File: src/rtl/ps2_mouse_tracker_pkg.sv
// rtl/ps2_mouse_tracker_pkg.sv - PS/2 frame constants, packet header field positions, defaults and helpers
// Ports: none (package imported by ps2_rx_byte and ps2_mouse_tracker)
package ps2_mouse_tracker_pkg;

    // PS/2 frame layout after the start bit: 8 data bits, parity, stop.
    // Values are strobe indices counted from the first data bit.
    localparam int DATA_BITS  = 8;
    localparam int PARITY_IDX = 8;
    localparam int STOP_IDX   = 9;

    // Byte0 (packet header) field positions
    localparam int B0_LEFT   = 0;
    localparam int B0_RIGHT  = 1;
    localparam int B0_MIDDLE = 2;
    localparam int B0_SYNC   = 3;
    localparam int B0_XSIGN  = 4;
    localparam int B0_YSIGN  = 5;
    localparam int B0_XOVF   = 6;
    localparam int B0_YOVF   = 7;

    // Default geometry and timing
    localparam int DEF_MAX_X   = 767;
    localparam int DEF_MAX_Y   = 511;
    localparam int DEF_INIT_X  = 384;
    localparam int DEF_INIT_Y  = 256;
    localparam int DEF_TIMEOUT = 100_000;

    // Position register width and the signed width used for position sums;
    // 14 bits covers 0..4095 +/- 256 without wrapping.
    localparam int POS_W = 12;
    localparam int SUM_W = 14;

    typedef enum logic {
        RX_IDLE,
        RX_SHIFT
    } rx_state_t;

    typedef enum logic [1:0] {
        WAIT_B0,
        WAIT_B1,
        WAIT_B2
    } pkt_state_t;

    // Header fields kept between byte0 and byte2
    typedef struct packed {
        logic y_ovf;
        logic x_ovf;
        logic y_sign;
        logic x_sign;
        logic middle;
        logic right;
        logic left;
    } hdr_t;

    localparam logic signed [SUM_W-1:0] SUM_ZERO = '0;

    // Saturate a signed sum into 0..max_val.
    function automatic logic [POS_W-1:0] clamp_axis(
        input logic signed [SUM_W-1:0] sum,
        input logic [POS_W-1:0]        max_val
    );
        logic [POS_W-1:0] res;
        if (sum < SUM_ZERO) begin
            res = '0;
        end else if (sum > $signed({2'b00, max_val})) begin
            res = max_val;
        end else begin
            res = sum[POS_W-1:0];
        end
        return res;
    endfunction

endpackage

File: src/rtl/ps2_rx_byte.sv
// rtl/ps2_rx_byte.sv - PS/2 device-to-host frame receiver with synchronizers and idle timeout
// Ports:
//   CLOCK, RESETN          system clock, async active-low reset
//   ps2_clk, ps2_data      raw asynchronous PS/2 lines
//   byte_data[7:0]         received byte, valid while byte_valid is high
//   byte_valid             high in the cycle of the stop-bit strobe of a good frame
//   byte_err               high in the cycle of a bad parity/stop strobe or a timeout
module ps2_rx_byte
    import ps2_mouse_tracker_pkg::*;
#(
    parameter int TIMEOUT = DEF_TIMEOUT
) (
    input  logic       CLOCK,
    input  logic       RESETN,
    input  logic       ps2_clk,
    input  logic       ps2_data,
    output logic [7:0] byte_data,
    output logic       byte_valid,
    output logic       byte_err
);

    localparam int            TW      = $clog2(TIMEOUT + 1);
    localparam logic [TW-1:0] TO_LAST = TW'(TIMEOUT - 1);

    logic          clk_meta;
    logic          clk_sync;
    logic          clk_prev;
    logic          dat_meta;
    logic          dat_sync;
    rx_state_t     state;
    logic [3:0]    bit_cnt;
    logic [7:0]    shreg;
    logic          parity_bit;
    logic [TW-1:0] idle_cnt;

    logic fall;
    logic stop_strobe;
    logic frame_ok;
    logic timed_out;

    // Two-flop synchronizers plus one delay flop on the clock for edge detect.
    // All idle high so a reset never fabricates a falling edge.
    always_ff @(posedge CLOCK or negedge RESETN) begin
        if (!RESETN) begin
            clk_meta <= 1'b1;
            clk_sync <= 1'b1;
            clk_prev <= 1'b1;
            dat_meta <= 1'b1;
            dat_sync <= 1'b1;
        end else begin
            clk_meta <= ps2_clk;
            clk_sync <= clk_meta;
            clk_prev <= clk_sync;
            dat_meta <= ps2_data;
            dat_sync <= dat_meta;
        end
    end

    assign fall        = clk_prev & ~clk_sync;
    assign stop_strobe = fall && (state == RX_SHIFT) && (bit_cnt == 4'(STOP_IDX));
    // Odd parity across data and parity bit, and stop bit must be 1
    assign frame_ok    = (^{shreg, parity_bit}) & dat_sync;
    assign timed_out   = (state == RX_SHIFT) && !fall && (idle_cnt == TO_LAST);

    // Results are issued in the strobe cycle so the consumer can register
    // them and respond one cycle after the final strobe.
    assign byte_data  = shreg;
    assign byte_valid = stop_strobe & frame_ok;
    assign byte_err   = (stop_strobe & ~frame_ok) | timed_out;

    always_ff @(posedge CLOCK or negedge RESETN) begin
        if (!RESETN) begin
            state      <= RX_IDLE;
            bit_cnt    <= '0;
            shreg      <= '0;
            parity_bit <= 1'b0;
            idle_cnt   <= '0;
        end else begin
            case (state)
                RX_IDLE: begin
                    idle_cnt <= '0;
                    if (fall && !dat_sync) begin
                        state   <= RX_SHIFT;
                        bit_cnt <= '0;
                    end
                end
                RX_SHIFT: begin
                    if (fall) begin
                        idle_cnt <= '0;
                        if (bit_cnt < 4'(DATA_BITS)) begin
                            shreg <= {dat_sync, shreg[7:1]};
                        end else if (bit_cnt == 4'(PARITY_IDX)) begin
                            parity_bit <= dat_sync;
                        end
                        if (bit_cnt == 4'(STOP_IDX)) begin
                            state <= RX_IDLE;
                        end else begin
                            bit_cnt <= bit_cnt + 4'd1;
                        end
                    end else if (timed_out) begin
                        state    <= RX_IDLE;
                        idle_cnt <= '0;
                    end else begin
                        idle_cnt <= idle_cnt + 1'b1;
                    end
                end
                default: begin
                    state <= RX_IDLE;
                end
            endcase
        end
    end

endmodule

File: src/rtl/ps2_mouse_tracker.sv
// rtl/ps2_mouse_tracker.sv - PS/2 mouse packet decoder with clamped X/Y position accumulator
// Ports:
//   CLOCK, RESETN                      system clock, async active-low reset
//   ps2_clk, ps2_data                  raw PS/2 lines from the mouse
//   mouse_x[11:0], mouse_y[11:0]       accumulated position (Y grows downward)
//   btn_left, btn_right, btn_middle    button state from the last applied packet
//   packet_valid                       one-cycle pulse when a packet is applied
//   frame_err                          one-cycle pulse on parity/stop/timeout error
module ps2_mouse_tracker
    import ps2_mouse_tracker_pkg::*;
#(
    parameter int MAX_X   = DEF_MAX_X,
    parameter int MAX_Y   = DEF_MAX_Y,
    parameter int INIT_X  = DEF_INIT_X,
    parameter int INIT_Y  = DEF_INIT_Y,
    parameter int TIMEOUT = DEF_TIMEOUT
) (
    input  logic        CLOCK,
    input  logic        RESETN,
    input  logic        ps2_clk,
    input  logic        ps2_data,
    output logic [11:0] mouse_x,
    output logic [11:0] mouse_y,
    output logic        btn_left,
    output logic        btn_right,
    output logic        btn_middle,
    output logic        packet_valid,
    output logic        frame_err
);

    localparam logic [POS_W-1:0] MAX_X_P  = POS_W'(MAX_X);
    localparam logic [POS_W-1:0] MAX_Y_P  = POS_W'(MAX_Y);
    localparam logic [POS_W-1:0] INIT_X_P = POS_W'(INIT_X);
    localparam logic [POS_W-1:0] INIT_Y_P = POS_W'(INIT_Y);

    logic [7:0] rx_data;
    logic       rx_valid;
    logic       rx_err;

    pkt_state_t pkt_state;
    hdr_t       hdr;
    logic [7:0] byte1;

    logic signed [SUM_W-1:0] dx;
    logic signed [SUM_W-1:0] dy;
    logic signed [SUM_W-1:0] sum_x;
    logic signed [SUM_W-1:0] sum_y;

    ps2_rx_byte #(
        .TIMEOUT (TIMEOUT)
    ) u_rx (
        .CLOCK      (CLOCK),
        .RESETN     (RESETN),
        .ps2_clk    (ps2_clk),
        .ps2_data   (ps2_data),
        .byte_data  (rx_data),
        .byte_valid (rx_valid),
        .byte_err   (rx_err)
    );

    // Movement is 9-bit two's complement: sign from the header, magnitude
    // byte from byte1/byte2. byte2 is consumed straight from the receiver
    // in the cycle it completes. Y is subtracted because the mouse reports
    // up as positive while screen Y grows downward.
    always_comb begin
        dx    = {{5{hdr.x_sign}}, hdr.x_sign, byte1};
        dy    = {{5{hdr.y_sign}}, hdr.y_sign, rx_data};
        sum_x = $signed({2'b00, mouse_x}) + dx;
        sum_y = $signed({2'b00, mouse_y}) - dy;
    end

    always_ff @(posedge CLOCK or negedge RESETN) begin
        if (!RESETN) begin
            pkt_state    <= WAIT_B0;
            hdr          <= '0;
            byte1        <= '0;
            mouse_x      <= INIT_X_P;
            mouse_y      <= INIT_Y_P;
            btn_left     <= 1'b0;
            btn_right    <= 1'b0;
            btn_middle   <= 1'b0;
            packet_valid <= 1'b0;
            frame_err    <= 1'b0;
        end else begin
            packet_valid <= 1'b0;
            frame_err    <= 1'b0;
            if (rx_err) begin
                // A corrupt or abandoned frame breaks packet alignment
                frame_err <= 1'b1;
                pkt_state <= WAIT_B0;
            end else if (rx_valid) begin
                case (pkt_state)
                    WAIT_B0: begin
                        // Header always has bit3 set; anything else is a
                        // stray byte and is skipped to regain alignment.
                        if (rx_data[B0_SYNC]) begin
                            hdr.left   <= rx_data[B0_LEFT];
                            hdr.right  <= rx_data[B0_RIGHT];
                            hdr.middle <= rx_data[B0_MIDDLE];
                            hdr.x_sign <= rx_data[B0_XSIGN];
                            hdr.y_sign <= rx_data[B0_YSIGN];
                            hdr.x_ovf  <= rx_data[B0_XOVF];
                            hdr.y_ovf  <= rx_data[B0_YOVF];
                            pkt_state  <= WAIT_B1;
                        end
                    end
                    WAIT_B1: begin
                        byte1     <= rx_data;
                        pkt_state <= WAIT_B2;
                    end
                    WAIT_B2: begin
                        if (!hdr.x_ovf) begin
                            mouse_x <= clamp_axis(sum_x, MAX_X_P);
                        end
                        if (!hdr.y_ovf) begin
                            mouse_y <= clamp_axis(sum_y, MAX_Y_P);
                        end
                        btn_left     <= hdr.left;
                        btn_right    <= hdr.right;
                        btn_middle   <= hdr.middle;
                        packet_valid <= 1'b1;
                        pkt_state    <= WAIT_B0;
                    end
                    default: begin
                        pkt_state <= WAIT_B0;
                    end
                endcase
            end
        end
    end

endmodule

File: config.mk
export PLATFORM = sky130hd
export DESIGN_NAME = ps2_mouse_tracker
export DESIGN_NICKNAME = d
export VERILOG_FILES = /design/src/rtl/ps2_mouse_tracker_pkg.sv /design/src/rtl/ps2_rx_byte.sv /design/src/rtl/ps2_mouse_tracker.sv
export SDC_FILE = /design/constraint.sdc
export NUM_CORES = 1
export LEC_CHECK = 0
export BUFFER_PORTS_ARGS = -buffer_cell sky130_fd_sc_hd__buf_2
export CORE_UTILIZATION = 65
export CTS_BUF_LIST = sky130_fd_sc_hd__clkbuf_16
export DETAILED_ROUTE_END_ITERATION = 8
export PLACE_DENSITY_LB_ADDON = 0.08
export SETUP_SLACK_MARGIN = 0.1
export SLEW_MARGIN = 25
export SYNTH_ARGS = -nofsm -noshare
export SYNTH_HDL_FRONTEND = slang
export SYNTH_SLANG_ARGS = --single-unit
File: constraint.sdc
create_clock -name CLOCK -period 7.4 [get_ports CLOCK]
set_clock_uncertainty 0.1 [all_clocks]
set_input_delay 0.37 -clock CLOCK [delete_from_list [all_inputs] [get_ports CLOCK]]
set_output_delay 0.37 -clock CLOCK [all_outputs]
set_load 0.01 [all_outputs]
=== Word-level counts from Yosys, hierarchy flattened ===
Cells that the tools add are included.

* Bits in registers: 82
* Output and inout bits: 29
* Word-level logic and storage cells: 99

* $add $sub $neg: 4
* Magnitude comparators: 5
* Equality and inequality tests: 9
* Mux-type cells: 24
* Bitwise gates (word level): 12
* Reduce and logical (&&, ||, !) cells: 19

{| class="wikitable"
|+ Operators with widths
! cell !! number
|-
| 2-to-1 mux 12 bit || 4
|-
| 2-to-1 mux 17 bit || 2
|-
| one-hot mux 17 bit (2 select lines) || 1
|-
| < comparator 14 x 1 -> 1 bit (second input constant) || 2
|-
| adder 17 x 1 -> 17 bit (second input constant) || 1
|-
| == test 17 bit (second input constant) || 1
|-
| AND reduction 4 bit || 4
|-
| adder 13 x 9 -> 14 bit || 1
|-
| > comparator 14 x 10 -> 1 bit (second input constant) || 1
|-
| > comparator 14 x 11 -> 1 bit (second input constant) || 1
|-
| subtractor 13 x 9 -> 14 bit || 1
|-
| 2-to-1 mux 4 bit || 3
|-
| AND reduction 3 bit || 4
|-
| XOR reduction 9 bit || 1
|-
| == test 4 bit (second input constant) || 2
|-
| 2-to-1 mux 1 bit || 8
|-
| one-hot mux 4 bit (2 select lines) || 1
|-
| NOT 1 bit || 7
|-
| 2-to-1 mux 2 bit || 3
|-
| logical AND 1 bit || 5
|-
| adder 4 x 1 -> 4 bit (second input constant) || 1
|-
| bitwise AND 1 bit || 4
|-
| < comparator 4 bit (second input constant) || 1
|-
| != test 2 bit (second input constant) || 2
|-
| 11 further kinds || 12
|}

=== Longest topological paths before layout ===
* Depth after elaboration: 8
* Depth in mapped cells: 12
* Mapped depth without buffers: 12

=== By module ===
Synthesis repeated with hierarchy kept, for this count alone.

* Cell total of the unflattened synthesis: 470
* Area total of the unflattened synthesis: 4,788.3 um^2

{| class="wikitable"
|+ Modules (own cells, without submodules)
! module !! times used !! cells each !! area each (um^2) !! seq. area each (um^2)
|-
| ps2_mouse_tracker || 1 || 323 || 3,116.7 || 1,154.9
|-
| ps2_rx_byte || 1 || 147 || 1,671.6 || 907.1
|}

=== Least setup slack after synthesis ===
Ideal clock, no wire load.

* Kind: flip-flop to flip-flop
* Start: register mouse_x[0]
* End: register mouse_x[0]
* Arrival: 2.654 ns
* Data required time: 7.152 ns
* Setup slack: 4.498 ns
* Cell stages (with the launch flop): 12
* Path buffers: 0
* Clock period less this slack: 2.902 ns
* Path through: dfrtp_1 -> ha_1 -> fa_1 -> a211oi_1 -> nor2_1 -> o22ai_2 -> nor3b_1 -> a211oi_2 -> a2111oi_0 -> o21ba_2 -> a2111oi_4 -> a211oi_1

* Cells in the longest elaborated chain, start to end: 4

{| class="wikitable"
|+ RTL lines
! what !! line !! RTL
|-
| start, declared || ps2_mouse_tracker.sv:22 || <nowiki>output logic [11:0] mouse_x,</nowiki>
|-
| start signal, assigned || ps2_mouse_tracker.sv:113 || <nowiki>mouse_x <= clamp_axis(sum_x, MAX_X_P);</nowiki>
|-
| adder 13 x 9 -> 14 bit (*) || ps2_mouse_tracker.sv:68 || <nowiki>sum_x = $signed({2'b00, mouse_x}) + dx;</nowiki>
|-
| > comparator 14 x 11 -> 1 bit || ps2_mouse_tracker_pkg.sv:65 || <nowiki>end else if (sum > $signed({2'b00, max_val})) begin</nowiki>
|-
| 2-to-1 mux 12 bit || ps2_mouse_tracker_pkg.sv:65 ||
|-
| 2-to-1 mux 12 bit (*) || ps2_mouse_tracker_pkg.sv:63 || <nowiki>if (sum < SUM_ZERO) begin</nowiki>
|}

Every way passes the cells marked *; elsewhere a longest branch is shown, timed or not.
A chain may end at the register's enable or synchronous reset.

=== Final worst setup path ===
* Start: register u_rx.shreg[1] (netlist: u_rx.byte_data[1])
* End: register mouse_x[9]

* Cells in the longest elaborated chain, start to end: 7

{| class="wikitable"
|+ RTL lines
! what !! line !! RTL
|-
| start, declared || ps2_rx_byte.sv:32 || <nowiki>logic [7:0] shreg;</nowiki>
|-
| start signal, assigned || ps2_rx_byte.sv:91 || <nowiki>shreg <= {dat_sync, shreg[7:1]};</nowiki>
|-
| XOR reduction 9 bit (*) || ps2_rx_byte.sv:62 || <nowiki>assign frame_ok = (^{shreg, parity_bit}) & dat_sync;</nowiki>
|-
| bitwise AND 1 bit (*) || ps2_rx_byte.sv:62 ||
|-
| NOT 1 bit || ps2_rx_byte.sv:69 || <nowiki>assign byte_err = (stop_strobe & ~frame_ok) | timed_out;</nowiki>
|-
| bitwise AND 1 bit || ps2_rx_byte.sv:69 ||
|-
| OR 1 bit || ps2_rx_byte.sv:69 ||
|-
| NOT 1 bit (no source line) || n/a ||
|-
| AND reduction 4 bit (no source line) (*) || n/a ||
|}

Marked as above.

==> summary.md <==
| Metric | Value |
|---|---|
| Global placement routability congestion | `0.9203` |
| Category of the critical setup timing path | `reg2reg` |
| Synthesized area | `between 0.004 and 0.005 mm²` |
| Aggregate routed wire length | `9.405 mm` |
| Initial core utilization | `67.99%` |
| Worst path cell trace | `xor2_1 > xnor3_2 > xnor2_1 > nor2_2 > nand4_1 > nor2_1 > o311ai_1 > a2111oi_4 > a211oi_1` |
| Setup total negative slack | `0 ns` |
| Clk network pwr share | `between 30% and 40%` |
| Combined area of the multi-input logic cells | `0.002456 mm²` |
| Setup repair after global routing missed its margin | `false` |
| M1 GR Usage | `36.32%` |
| Tightest Hold Check Type | `in2async` |
| Core occupancy in the finished layout | `75.90%` |
| CTS tree | `yes` |
| Number of library cell types mapped by synthesis | `56` |
| Total clock buffers created by CTS | `9` |
| DP Area | `a little under 0.005 mm²` |
| Internal power consumption | `between 0.9 and 1 mW` |
| Share of layout cells above drive strength 1 | `15.12%` |
| Layout fillers | `approximately 500` |
| Clock tree sinks | `82` |
| Maximum number of pins on one net before global-route repair | `between 80 and 90` |
| Commonest register cell after synthesis | `sky130_fd_sc_hd__dfrtp_1` |
| Count of final setup violators | `0` |
| Tightest hold margin | `-0.03413 ns` |
| Reg power frac | `a little under two fifths` |
| Number of hold violations in the final report | `38` |
| Cell Pwr Density | `269.2 mW/mm²` |
| Maximum net fanout on the critical path | `11` |
| Standard cell with the maximum stage delay on the critical path | `sky130_fd_sc_hd__a2111oi_4` |
| Flip-flop and latch count after synthesis | `82` |
| Worst supply voltage drop on vdd | `0.1748 mV` |
| Final Max Tran Viols | `0` |
| Die span in y | `around 87 µm` |
| Final cycle utilization of the critical path | `46.38%` |
| Global routing met3 resource utilization | `6.190%` |
| Number of design rule violations left after detail routing | `0` |
| CTS Buffer Depth | `2` |
| Max frequency | `291.4 MHz` |
| Syn-to-layout area delta | `11.64%` |
| Largest incremental delay on the critical path | `0.66 ns` |
| Antenna violations before repair | `0` |
| Width of the die | `86.53 µm` |
| Remaining max-slew budget at the tightest pin | `51.93%` |
| Row cnt | `30` |
| FFs w/ async S/R, synth | `100.0%` |
| Die outline area | `approximately 0.0075 mm²` |
| Kind of cell adding the most delay to the critical path | `compound AO/OA/AOI/OAI gates` |
| Max-cap violations | `0` |
| Worst path setup slack after routing | `roughly 4.0 ns` |
| Final non-filler cell area | `about 0.0052 mm²` |
| First-pass iteration count of the detailed router | `5` |
| Switching power total | `0.4634 mW` |
| Placeable Area | `0.006832 mm²` |
| Skew-Pair Late Insertion Delay | `approximately 0.33 ns` |
| Half-perimeter wire length after detailed placement | `6.564 mm` |
| Placement Setup Slack | `3.984 ns` |
| Clock transition at the register clock pins on the worst setup and hold paths after CTS | `0.06 ns` |
| Number of flops mapped to enable cells by yosys | `0` |
| Clock tree root buffer cell | `sky130_fd_sc_hd__clkbuf_16` |
| Most congested layer reported by global routing | `met2` |
| Count of pins on the block boundary | `33` |
| Violated checks | `hold timing` |
| Number of nets with antenna violations after detailed routing | `0` |
| Number of hold buffers added after cts | `0` |
| Fraction of power spent switching nets | `33.20%` |
| Global route total overflow | `0` |
| Total Routing Usage GR | `approximately 28%` |
| Via count of the first global-routing pass | `3506` |
| Mean area per synthesized cell | `approximately 9.8 µm²` |
| Crit path DAT | `3.51 ns` |
| Leak pwr | `2.486 nW` |
| Setup crit end kind | `flop` |
| Combinational share of power | `32.2%` |
| Syn Nets | `roughly 510` |
| Nets | `546` |
| Buffers on Ports | `32` |
| Flip-flop and latch area | `0.002062 mm²` |
| CP startpoint kind | `flop` |
| Final Critical Period | `around 3.4 ns` |
| GR Util met2 | `between 40% and 50%` |
| Result of the run | `finished, violations left` |
| Critical path required time | `7.48 ns` |
| Maximum level of the CTS H-tree | `3` |
| Wire length of the first global-routing pass | `16.10 mm` |
| Crit path buffers/inverters | `0` |
| Initial DRC count | `244` |
| Mapped Cells | `476` |
| Diode count | `0` |
| # resized after CTS | `0` |
| Vias per std cell | `5.858` |
| WL/cell | `15.37 µm` |
| Total number of vias | `between 3000 and 4000` |
| Yosys warns | `0` |
| Worst Tran Pin Value | `0.7210 ns` |
| Part of the Yosys area used for sequential elements | `approximately 44%` |
| Number of buffers inserted to repair setup after CTS | `0` |
[stage by stage]
| stage | cells | power [mW] |
|---|---|---|
| global route | 612 | 1.482 |
| global placement | 596 | 0.9468 |
| floorplan | 476 | 0.8756 |
| detailed placement | 596 | 0.9639 |
| CTS | 612 | 1.396 |
| finish | 612 | 1.396 |
[state kept, by name (all words and copies together) (netlist names), 2 cells and up]
| signal | count |
|---|---|
| byte1 | 8 |
| hdr | 5 |
| mouse_x | 12 |
| mouse_y | 12 |
| pkt_state | 2 |
| u_rx.bit_cnt | 4 |
| u_rx.byte_data | 8 |
| u_rx.idle_cnt | 17 |
[cell usage after synthesis, types with 2 or more instances]
library cell	number	area share [%]
sky130_fd_sc_hd__o311ai_1	2	0.38
sky130_fd_sc_hd__clkbuf_1	7	0.57
sky130_fd_sc_hd__nand3_1	16	1.7
sky130_fd_sc_hd__a211oi_1	16	2.6
sky130_fd_sc_hd__xnor2_1	20	3.8
sky130_fd_sc_hd__ha_1	29	7.8
sky130_fd_sc_hd__or3_1	3	0.40
sky130_fd_sc_hd__a21o_1	5	0.81
sky130_fd_sc_hd__nor2_1	53	4.3
sky130_fd_sc_hd__dfstp_2	8	4.5
sky130_fd_sc_hd__a22o_1	2	0.38
sky130_fd_sc_hd__fa_1	2	0.86
sky130_fd_sc_hd__nand2_1	52	4.2
sky130_fd_sc_hd__and2_1	5	0.67
sky130_fd_sc_hd__nor3_1	10	1.1
sky130_fd_sc_hd__nor3b_1	3	0.48
sky130_fd_sc_hd__xor2_1	18	3.4
sky130_fd_sc_hd__nand2b_1	5	0.67
sky130_fd_sc_hd__a21boi_0	3	0.48
sky130_fd_sc_hd__o31a_1	3	0.57
sky130_fd_sc_hd__o2111a_1	2	0.48
sky130_fd_sc_hd__a22oi_1	8	1.3
sky130_fd_sc_hd__and3_1	5	0.67
sky130_fd_sc_hd__inv_1	24	1.9
sky130_fd_sc_hd__o21ai_1	2	0.22
sky130_fd_sc_hd__o21ai_0	25	2.7
sky130_fd_sc_hd__dfrtp_1	74	40
sky130_fd_sc_hd__o21a_1	6	0.97
sky130_fd_sc_hd__nand4_1	4	0.54
sky130_fd_sc_hd__mux2_2	14	3.4
sky130_fd_sc_hd__a21oi_1	19	2.0
sky130_fd_sc_hd__buf_2	2	0.22
sky130_fd_sc_hd__nor2b_1	5	0.67
sky130_fd_sc_hd__nand3b_1	2	0.32
[per-layer routing]
layer | part of all wire (%) | wire length [µm] | vias to the layer above
met3 | 3.7 | 344 | 14
met4 | 1.4 | 133 | 0
li1 | - | - | 1748
met2 | 49 | 4606 | 75
met1 | 46 | 4320 | 1748
met5 | 0 | 0 | -
[layout by cell type, fill, tap and decap left out, drive strengths merged, types with 2 or more instances in the layout]
cell,n
a2111oi,2
a211oi,17
a21boi,3
a21o,5
a21oi,19
a22o,2
a22oi,8
and2,5
and3,5
buf,33
clkbuf,9
dfrtp,74
dfstp,8
fa,2
ha,29
inv,28
mux2,14
nand2,52
nand2b,5
nand3,16
nand3b,2
nand4,4
nor2,54
nor2b,5
nor3,10
nor3b,3
o2111a,2
o21a,6
o21ai,28
o21bai,2
o311ai,2
o31a,3
or2,2
or3,3
xnor2,20
xor2,18
[area by class of cell]
type / count / share of cell area, %
Timing Repair Buffer: 33 / 3.354
Sequential cell: 82 / 39.77
Clock inverter: 7 / 1.110
Inverter: 24 / 1.737
Tap cell: 96 / 2.317
Multi-Input combinational cell: 361 / 47.37
Clock buffer: 9 / 4.344
[cells by family (layout without fill, tap and decap cells)]
| family | count (synthesis) | in the layout | share of synthesized area [%] |
|---|---|---|---|
| AO/OA/AOI/OAI | 106 | 106 | 16.11 |
| buffers and inverters | 33 | 73 | 2.721 |
| flip-flops | 82 | 82 | 44.40 |
| XOR/XNOR | 39 | 39 | 7.678 |
| AND/OR/NAND/NOR | 171 | 171 | 17.03 |
| multiplexers | 14 | 14 | 3.394 |
| adder cells (fa/ha/maj) | 31 | 31 | 8.675 |
[final timing paths]
check                           cells after the start  slack, ns              end              start
worst max-delay path                                9       3.97       mouse_x[9]  u_rx.byte_data[1]
worst min-delay path                                1      -0.03       mouse_x[1]             RESETN
worst max register to register                      9       3.97       mouse_x[9]  u_rx.byte_data[1]
worst min register to register                      0       0.25    u_rx.dat_sync      u_rx.dat_meta
max in group asynchronous                           1       6.73  u_rx.bit_cnt[0]             RESETN
min in group CLOCK                                  1       0.04    u_rx.dat_meta           ps2_data
[power by group through the flow]
stage	Combinational, mW	Sequential (mW)	Clock, mW
after floorplan	0.360	0.516	0
after global placement	0.421	0.526	0
after detailed placement	0.436	0.528	0
after CTS	0.444	0.521	0.430
after global routing	0.505	0.527	0.450
final	0.450	0.522	0.424
Power figures use the tool's default switching activity.
